==> src/rtl/apb3_fifo_slave_if.sv <==
// APB3 bus bundle between the interconnect (master) and the mailbox FIFO completer (slave).
interface apb3_fifo_slave_if;
   logic        PSEL;
   logic [4:0]  PADDR;
   logic        PENABLE;
   logic        PWRITE;
   logic [31:0] PWDATA;
   logic [31:0] PRDATA;
   logic        PREADY;
   logic        PSLVERR;

   modport master (
      output PSEL, PADDR, PENABLE, PWRITE, PWDATA,
      input  PRDATA, PREADY, PSLVERR
   );

   modport slave (
      input  PSEL, PADDR, PENABLE, PWRITE, PWDATA,
      output PRDATA, PREADY, PSLVERR
   );
endinterface

==> src/rtl/apb3_fifo_slave.sv <==
// APB3 mailbox FIFO completer with programmable wait states, sticky ovf/unf flags and PSLVERR.
// Define APB3_FIFO_THRESH_IRQ_EN to map the THRESH register and add the threshold interrupt.
module apb3_fifo_slave #(
   parameter int DEPTH       = 16,
   parameter int WAIT_STATES = 0,
   parameter int DATA_WIDTH  = 32
) (
   input  logic                PCLK,
   input  logic                PRESET,
   apb3_fifo_slave_if.slave    apb,
   output logic                IRQ
);
   localparam int PW = $clog2(DEPTH);
   localparam int CW = $clog2(DEPTH) + 1;

   typedef enum logic [1:0] {IDLE, SETUP, WAIT, DONE} state_t;

   state_t                state;
   logic [3:0]            wcnt, wcnt_nxt;
   logic                  done;
   logic [DATA_WIDTH-1:0] mem [DEPTH];
   logic [PW-1:0]         wptr, rptr;
   logic [CW-1:0]         count;
   logic                  ovf, unf, empty, full, thr_irq, err;
   logic [2:0]            addr;
   logic                  wr;
   logic [8:0]            count_ext;
   logic [7:0]            cnt8;
   logic [31:0]           status, rdata;
   logic                  unused_paddr;

   assign unused_paddr = ^apb.PADDR[1:0];

   // Phase is decoded from the live bus; only the wait counter is state.
   always_comb begin
      state    = IDLE;
      wcnt_nxt = '0;
      if (apb.PSEL && !apb.PENABLE) begin
         state = SETUP;
      end else if (apb.PSEL && apb.PENABLE) begin
         if (wcnt != 4'(WAIT_STATES)) begin
            state    = WAIT;
            wcnt_nxt = wcnt + 4'd1;
         end else begin
            state    = DONE;
            wcnt_nxt = wcnt;
         end
      end
   end

   always_ff @(posedge PCLK) begin
      if (PRESET) wcnt <= '0;
      else        wcnt <= wcnt_nxt;
   end

   assign done       = (state == DONE) && !PRESET;
   assign apb.PREADY = done;

   assign addr  = apb.PADDR[4:2];
   assign wr    = apb.PWRITE;
   assign empty = (count == '0);
   assign full  = (count == CW'(DEPTH));

   assign count_ext = 9'(count);
   assign cnt8      = count_ext[8] ? 8'hFF : count_ext[7:0];

`ifdef APB3_FIFO_THRESH_IRQ_EN
   logic [7:0] thresh;
   assign thr_irq = (count_ext >= {1'b0, thresh}) && (thresh != 8'd0);
`else
   assign thr_irq = 1'b0;
`endif

   assign status = {16'b0, cnt8, 3'b0, thr_irq, unf, ovf, full, empty};
   assign IRQ    = ovf | unf | thr_irq;

   always_comb begin
      err   = 1'b0;
      rdata = '0;
      case (addr)
         3'd0: begin
            if (wr)         err   = full;
            else if (empty) err   = 1'b1;
            else            rdata = mem[rptr];
         end
         3'd1: begin
            if (wr) err   = 1'b1;
            else    rdata = status;
         end
         3'd2: ;
`ifdef APB3_FIFO_THRESH_IRQ_EN
         3'd3: if (!wr) rdata = {24'b0, thresh};
`endif
         default: err = 1'b1;
      endcase
   end

   assign apb.PRDATA  = (done && !wr) ? rdata : '0;
   assign apb.PSLVERR = done && err;

   always_ff @(posedge PCLK) begin
      if (PRESET) begin
         wptr  <= '0;
         rptr  <= '0;
         count <= '0;
         ovf   <= 1'b0;
         unf   <= 1'b0;
`ifdef APB3_FIFO_THRESH_IRQ_EN
         thresh <= 8'(DEPTH / 2);
`endif
      end else if (done) begin
         case (addr)
            3'd0: begin
               if (wr) begin
                  if (full) ovf <= 1'b1;
                  else begin
                     wptr  <= wptr + PW'(1);
                     count <= count + CW'(1);
                  end
               end else begin
                  if (empty) unf <= 1'b1;
                  else begin
                     rptr  <= rptr + PW'(1);
                     count <= count - CW'(1);
                  end
               end
            end
            3'd2: begin
               // Flush leaves storage untouched; both bits may act in one write.
               if (wr && apb.PWDATA[0]) begin
                  wptr  <= '0;
                  rptr  <= '0;
                  count <= '0;
               end
               if (wr && apb.PWDATA[1]) begin
                  ovf <= 1'b0;
                  unf <= 1'b0;
               end
            end
`ifdef APB3_FIFO_THRESH_IRQ_EN
            3'd3: if (wr) thresh <= apb.PWDATA[7:0];
`endif
            default: ;
         endcase
      end
   end

   always_ff @(posedge PCLK) begin
      if (done && addr == 3'd0 && wr && !full) mem[wptr] <= apb.PWDATA;
   end
endmodule
==> src/flat_wrapper.sv <==
// flat-port wrapper written by rule: the top's interface ports become plain ports
module apb3_fifo_slave_flat 
#(
   parameter int DEPTH       = 16,
   parameter int WAIT_STATES = 0,
   parameter int DATA_WIDTH  = 32
)
  (PCLK, PRESET, IRQ, apb_PSEL, apb_PADDR, apb_PENABLE, apb_PWRITE, apb_PWDATA, apb_PRDATA, apb_PREADY, apb_PSLVERR);
  apb3_fifo_slave_if apb_i ();
  input  logic PCLK;
  input  logic PRESET;
  output logic IRQ;
  input wire logic [$bits(apb_i.PSEL)-1:0] apb_PSEL;
  input wire logic [$bits(apb_i.PADDR)-1:0] apb_PADDR;
  input wire logic [$bits(apb_i.PENABLE)-1:0] apb_PENABLE;
  input wire logic [$bits(apb_i.PWRITE)-1:0] apb_PWRITE;
  input wire logic [$bits(apb_i.PWDATA)-1:0] apb_PWDATA;
  output wire logic [$bits(apb_i.PRDATA)-1:0] apb_PRDATA;
  output wire logic [$bits(apb_i.PREADY)-1:0] apb_PREADY;
  output wire logic [$bits(apb_i.PSLVERR)-1:0] apb_PSLVERR;
  assign apb_i.PSEL = apb_PSEL;
  assign apb_i.PADDR = apb_PADDR;
  assign apb_i.PENABLE = apb_PENABLE;
  assign apb_i.PWRITE = apb_PWRITE;
  assign apb_i.PWDATA = apb_PWDATA;
  assign apb_PRDATA = apb_i.PRDATA;
  assign apb_PREADY = apb_i.PREADY;
  assign apb_PSLVERR = apb_i.PSLVERR;
  apb3_fifo_slave #(.DEPTH(DEPTH), .WAIT_STATES(WAIT_STATES), .DATA_WIDTH(DATA_WIDTH)) u_core (.PCLK(PCLK), .PRESET(PRESET), .apb(apb_i), .IRQ(IRQ));
endmodule
==> config.mk <==
export PLATFORM = sky130hd
export DESIGN_NAME = apb3_fifo_slave_flat
export DESIGN_NICKNAME = d
export VERILOG_FILES = /design/src/rtl/apb3_fifo_slave_if.sv /design/src/rtl/apb3_fifo_slave.sv /design/src/flat_wrapper.sv
export SDC_FILE = /design/constraint.sdc
export NUM_CORES = 1
export LEC_CHECK = 0
export BUFFER_PORTS_ARGS = -buffer_cell sky130_fd_sc_hd__buf_2
export CELL_PAD_IN_SITES_DETAIL_PLACEMENT = 0
export CELL_PAD_IN_SITES_GLOBAL_PLACEMENT = 2
export CORE_MARGIN = 8
export CORE_UTILIZATION = 50
export CTS_CLUSTER_SIZE = 12
export DETAILED_ROUTE_END_ITERATION = 10
export PLACE_DENSITY = 0.83
export SYNTH_ARGS = -nofsm -noshare
export SYNTH_HDL_FRONTEND = slang
export SYNTH_SLANG_ARGS = --single-unit
export TNS_END_PERCENT = 30
==> constraint.sdc <==
create_clock -name PCLK -period 11.17 [get_ports PCLK]
set_clock_uncertainty 0.1 [all_clocks]
set_input_delay 0.5585 -clock PCLK [delete_from_list [all_inputs] [get_ports PCLK]]
set_output_delay 0.5585 -clock PCLK [all_outputs]
set_load 0.05 [all_outputs]
==> out/metrics.cfg, run 1 <==
[global_routing]
grt_pass1_vias = 10300
grt_max_degree = 62
grt_antenna_before_repair = 2
overflow = 0
grt_pass1_wl_um = 64200
grt_usage_pct = 17.9

[critical_path]
path_delay_family = buffers and inverters
path_buf_inv = 2
cp_cell_sequence = buf_4 -> mux4_2 -> a22o_1 -> a221oi_1 -> o2bb2ai_1 -> buf_2
max_stage_delay_ns = 0.80
slowest_stage = dfxtp_4
reg2reg_setup_slack_ns = 7.60
worst-setup-path-type = reg2out
critPathMaxFanout = 46
worstPathArrival_ns = 4.06
r2r_cells = 7
critical_path_required_ns = 10.51
crit_path_start_kind = flip-flop
r2r_start = u_core.wcnt[0]
worst_setup_path_end_kind = output pin
r2r_end = u_core.mem[2][27]

[cells_and_area]
finish.utilization_pct = 56.7
area_growth_pct = 12.7
multiInputGateArea_um2 = 4910
fill_cells = 3114
fin_cells = 1642
fin_area_um2 = 23600
drive_above_1_share_pct = 31.1
regArea_um2 = 15900
fin_nets = 1127

[sta]
hold_viol = 0
fin_crit_sh_pct = 42.3
fmax_ghz = 0.212
rsz0062_at_grt = no
fin_hold_ws_ns = 0.210
slew_violations = 0
setup_ws_ns = 6.45
setup_tns_ns = 0
fin_crit_ns = 4.72
setup_viol = 0
tightest_slew_ns = 1.07
slew_headroom_pct = 28.4

[pwr]
powerDensity_nw_per_um2 = 165
p_leak_nw = 7.27
irDropWorstVdd_mv = 0.109
power_mw = 3.90

[clock_network]
cts_buffers = 54
hold_buffers = 0
clock-sinks = 535
cts_tree = yes
htree_levels = 2
cts_root_buf = clkbuf_16
clk_latency_ns = 0.58
cts_setup_buffers = 0
clk_pin_slew_ns = 0.06
cts_buffer_depth = 3
cts-resized-gates = 0

[synthesis]
async_flop_share_pct = 0
syn_area_um2 = 20900
synth_top_area_share_pct = 73.4
ys_ff_latch = 535
syn_nets = 1026
synth.most_common_cell = edfxtp_1
syn_inst = 972
synth_top_cell_by_area = edfxtp_1
syn_avg_cell_area_um2 = 21.6
seq_area_frac_synth_pct = 75.6
yosysWarnings = 0
synth_ff_type = edfxtp_1
synth_edf_count = 512
synthTopCellsByArea = edfxtp_1 (73%), mux4_2 (14%), dfxtp_1 (2.2%), mux2i_1 (1.4%), a211oi_2 (1.3%)
synthTopCellsByCount = edfxtp_1 (512), mux4_2 (128), mux2i_1 (30)
synth_cell_types = 57

[placement]
finalWeightedCongestion = 0.726
dp_cells = 1556
portBuffers = 74
dp_hpwl_um = 23500
dp_slack_ns = 7.00
placed_area_um2 = 22000

[die]
rows = 75
core_area_um2 = 41700
die-width_um = 221
io_pins = 77
start_util_pct = 50.3
die_h_um = 221
dieArea_um2 = 48700

[detailed_routing]
viasPerCell = 6.06
finalWirelength_um = 43200
vias = 9944
drt_iter0_drc = 911
routedWlPerCell_um = 26.3
postRouteAntennaNets = 0
drc_errors = 0
drt-pass1-iter-count = 4

[status]
outcome = finished, final reports clean

[job]
cap_violations = 0

[hold_path]
hold_end = u_core.unf
hold_depth = 2
hp-class = in2reg
min_from = apb_PADDR[3]

-- routing by layer --
layer / GRT usage [%] / share of wire, % / wire [um]
met1: 24.4 / 43 / 18700
met2: 30.1 / 50 / 21600
met3: 3.09 / 5.2 / 2250
met4: 4.27 / 1.4 / 595
met5: 0 / 0.023 / 10
-- how the worst max path moves through the flow --
| stage | endpoint | cells after the start |
|---|---|---|
| floorplan | u_core.mem[0][0] | 6 |
| global placement | apb_PRDATA[10] | 6 |
| detailed placement | apb_PRDATA[10] | 6 |
| CTS | apb_PRDATA[10] | 6 |
| global route | apb_PRDATA[10] | 6 |
| finish | apb_PRDATA[10] | 6 |
-- flip-flops by register name, summed over array words and instances (netlist names), named ones only --
signal and cells:
u_core.wptr 4, u_core.count 5, u_core.rptr 4, u_core.unf 1, u_core.wcnt 4, u_core.ovf 1
u_core.mem 512
-- final cells by class --
class / count / area share (%)
Sequential cell: 535 / 67.1
Multi-Input combinational cell: 374 / 20.8
Clock buffer: 72 / 6.01
Tap cell: 539 / 2.86
Timing Repair Buffer: 97 / 2.30
Clock inverter: 12 / 0.705
Inverter: 11 / 0.175
Antenna cell: 2 / 0.0212
-- where the power goes --
| group | internal (mW) | total, mW | switching, mW |
|---|---|---|---|
| combinational | 0.0115 | 0.0481 | 0.0366 |
| sequential | 2.19 | 2.20 | 0.000847 |
| clock | 0.952 | 1.65 | 0.702 |
| total | 3.16 | 3.90 | 0.739 |
-- cell families after synthesis --
| family | Yosys count | synth area share [%] |
|---|---|---|
| compound gates | 102 | 4.03 |
| xor+xnor | 4 | 0.167 |
| fa+ha+maj | 12 | 0.753 |
| buf+inv | 63 | 1.52 |
| flops | 535 | 75.6 |
| mux | 160 | 15.3 |
| simple gates | 96 | 2.64 |
-- placed cells by master, fill, tap and decap left out, types with 14 or more instances in the layout --
| master | n |
|---|---|
| a211oi_2 | 21 |
| dfxtp_1 | 19 |
| nand2_1 | 14 |
| mux4_2 | 128 |
| buf_2 | 74 |
| clkbuf_16 | 54 |
| buf_4 | 23 |
| edfxtp_1 | 512 |
| clkbuf_1 | 18 |
| mux2i_1 | 30 |
| o22ai_1 | 23 |
| nand3_1 | 14 |
(Power assumes the default switching activity.)
==> inputs of run 2 (changes only) <==
--- a/config.mk
+++ b/config.mk
@@ -9,10 +9,10 @@
 export CELL_PAD_IN_SITES_DETAIL_PLACEMENT = 0
 export CELL_PAD_IN_SITES_GLOBAL_PLACEMENT = 2
 export CORE_MARGIN = 8
-export CORE_UTILIZATION = 50
+export CORE_UTILIZATION = 44
 export CTS_CLUSTER_SIZE = 12
 export DETAILED_ROUTE_END_ITERATION = 10
-export PLACE_DENSITY = 0.83
+export PLACE_DENSITY = 0.78
 export SYNTH_ARGS = -nofsm -noshare
 export SYNTH_HDL_FRONTEND = slang
 export SYNTH_SLANG_ARGS = --single-unit
==> constraint.sdc (replaced) <==
create_clock -name PCLK -period 4.3 [get_ports PCLK]
set_clock_uncertainty 0.1 [all_clocks]
set_input_delay 0.215 -clock PCLK [delete_from_list [all_inputs] [get_ports PCLK]]
set_output_delay 0.215 -clock PCLK [all_outputs]
set_load 0.05 [all_outputs]
==> out/metrics.cfg, run 2 (synthesized netlist as in run 1, its figures left out) <==
[cells_and_area]
final_cell_mix = edfxtp_1 (512), mux4_2 (128), buf_2 (74)  ; unchanged
final_common_cell = edfxtp_1  ; unchanged
largest_reg_flops = 512  ; unchanged
fin_cells = 1765  ; was 1,642
top_regs = u_core.mem (512), u_core.count (5)  ; unchanged
area_growth_pct = 16.0  ; was 12.7%
fin_nets = 1172  ; was 1,127
regMostFlops = u_core.mem  ; unchanged
drive_above_1_share_pct = 30.5  ; was 31.1%
diodes = 0  ; was 2

[sta]
hold_viol = 0  ; unchanged
slew_violations = 0  ; unchanged
tightest_slew_ns = 0.860  ; was 1.07 ns
fin_crit_sh_pct = 83.6
fmax_ghz = 0.278
slew_headroom_pct = 42.5  ; was 28.4%
setup_viol = 0  ; unchanged
setup_tns_ns = 0  ; unchanged
rsz0062_at_grt = no  ; unchanged
fin_crit_ns = 3.60

[critical_path]
crit_path_start_kind = flip-flop  ; unchanged
r2r_end = u_core.mem[7][1]  ; was u_core.mem[2][27]
cp_cell_sequence = inv_1 -> ha_1 -> or3b_4 -> nor3_4 -> nand3b_2 -> buf_4 -> a211oi_1 -> buf_2  ; was buf_4 -> mux4_2 -> a22o_1 -> a221oi_1 -> o2bb2ai_1 -> buf_2
worst-setup-path-type = reg2out  ; unchanged
cp-startpoint = u_core.wcnt[0]
worst_setup_path_end_kind = output pin  ; unchanged
r2r_start = u_core.wcnt[0]  ; unchanged
slowest_stage = a211oi_1  ; was dfxtp_4
worstPathArrival_ns = 3.28  ; was 4.06 ns
critPathMaxFanout = 17  ; was 46
critical_path_required_ns = 3.98  ; was 10.51 ns
max_stage_delay_ns = 0.49  ; was 0.80 ns
reg2reg_setup_slack_ns = 1.18  ; was 7.60 ns
r2r_cells = 7  ; unchanged

[status]
outcome = finished, final reports clean  ; unchanged

[pwr]
p_leak_nw = 7.51  ; was 7.27 nW
irDropWorstVdd_mv = 0.292  ; was 0.109 mV
powerDensity_nw_per_um2 = 418  ; was 165 nW/um^2

[detailed_routing]
viasPerCell = 5.73  ; was 6.06
drt_iter0_drc = 798  ; was 911
finalWirelength_um = 44300  ; was 43,200 um
drc_errors = 0  ; unchanged
routedWlPerCell_um = 25.1  ; was 26.3 um
drt-pass1-iter-count = 4  ; unchanged
postRouteAntennaNets = 0  ; unchanged
vias = 10100  ; was 9,944

[die]
start_util_pct = 44.2  ; was 50.3%
rows = 80  ; was 75
die-width_um = 234  ; was 221 um
core_area_um2 = 47300  ; was 41,700 um^2
io_pins = 77  ; unchanged
dieArea_um2 = 54800  ; was 48,700 um^2
die_h_um = 234  ; was 221 um

[hold_path]
hp-class = in2reg  ; unchanged
hold_depth = 5  ; was 2
min_from = apb_PADDR[2]  ; was apb_PADDR[3]
hold_end = u_core.rptr[2]  ; was u_core.unf

[clock_network]
clk_latency_ns = 0.59  ; was 0.58 ns
cts_buffers = 54  ; unchanged
cts_setup_buffers = 0  ; unchanged
cts_tree = yes  ; unchanged
cts_buffer_depth = 3  ; unchanged
htree_levels = 2  ; unchanged
cts_root_buf = clkbuf_16  ; unchanged
clk_pin_slew_ns = 0.06  ; about the same
clock-sinks = 535  ; unchanged

[global_routing]
grt_pass1_wl_um = 67300  ; was 64,200 um
overflow = 0  ; unchanged
grt_antenna_before_repair = 1  ; was 2
grt_max_degree = 49  ; was 62
grt_pass1_vias = 10800  ; was 10,300
grt_usage_pct = 16.4  ; was 17.9%

[placement]
dp_hpwl_um = 25100  ; was 23,500 um
finalWeightedCongestion = 0.745  ; was 0.726
portBuffers = 74  ; unchanged
dp_cells = 1642  ; was 1,556

[job]
cap_violations = 0  ; unchanged

run 2: cell count changes in the layout (fill, tap and decap cells not counted), moves of 2 or more:
cell | previous run | this run
dlygate4sd3_1 | 0 | 35
diode_2 | 2 | 0
clkinv_1 | 4 | 8
buf_12 | 0 | 14
buf_4 | 23 | 19
run 2: layout make-up:
cell class,count,area [um^2]
fill,3687,23100
sequential,535,15900
multi-input combinational,374,4910
clock buffer,74,1450
timing repair buffer,142,1140
tap,615,769
clock inverter,14,134
inverter,11,41.3
run 2: worst max-delay path by stage:
stage                        end  depth (start not counted)
2_1_floorplan   u_core.mem[0][0]                          6
4_1_cts           apb_PRDATA[10]                          5
5_1_grt           apb_PRDATA[10]                          5
3_3_place_gp   u_core.mem[4][12]                          7
6_report          apb_PRDATA[31]                          8
3_5_place_dp   u_core.mem[4][10]                          7
run 2: layer usage:
metal  up-vias  track usage (%)  wire [um]
met1      5367             22.9      19500
met2       275             26.9      21800
met5         -                0         13
li1       4404                -          -
met3        67             2.46       2150
met4         2             4.68        794
run 2: stage by stage:
stage	hold slack, ns	worst slack (ns)	power [mW]	cell area (um^2)	util [%]
final	0.0352	0.703	10.2	24300	51.3
after global routing	0.0550	0.506	10.4	24300	51.3
after CTS	0.00890	0.573	10.3	24300	51.3
after detailed placement	0.371	1.14	5.94	22400	47.2
after global placement	0.360	1.18	5.94	22400	47.2
after floorplan	0.214	0.0643	5.86	20900	-
run 2: what timing repair did:
item,in CTS,in global routing
endpoints found under the hold margin,522,0
hold buffers,35,0
endpoints found under the setup margin,0,0
gates resized for setup,0,0
run 2: critical path: cells and delay by family (launching register included):
kind,cells,cell delay [ns]
adder cells (fa/ha/maj),1,0.18
AND/OR/NAND/NOR,3,0.95
flip-flops,1,0.33
AO/OA/AOI/OAI,1,0.49
buffers and inverters,3,0.74
run 2: where the power goes:
group          internal [mW]  leakage (nW)  switching [mW]
clock                   2.45         0.766            1.85
combinational         0.0504          1.96           0.104
sequential              5.70          4.79         0.00188
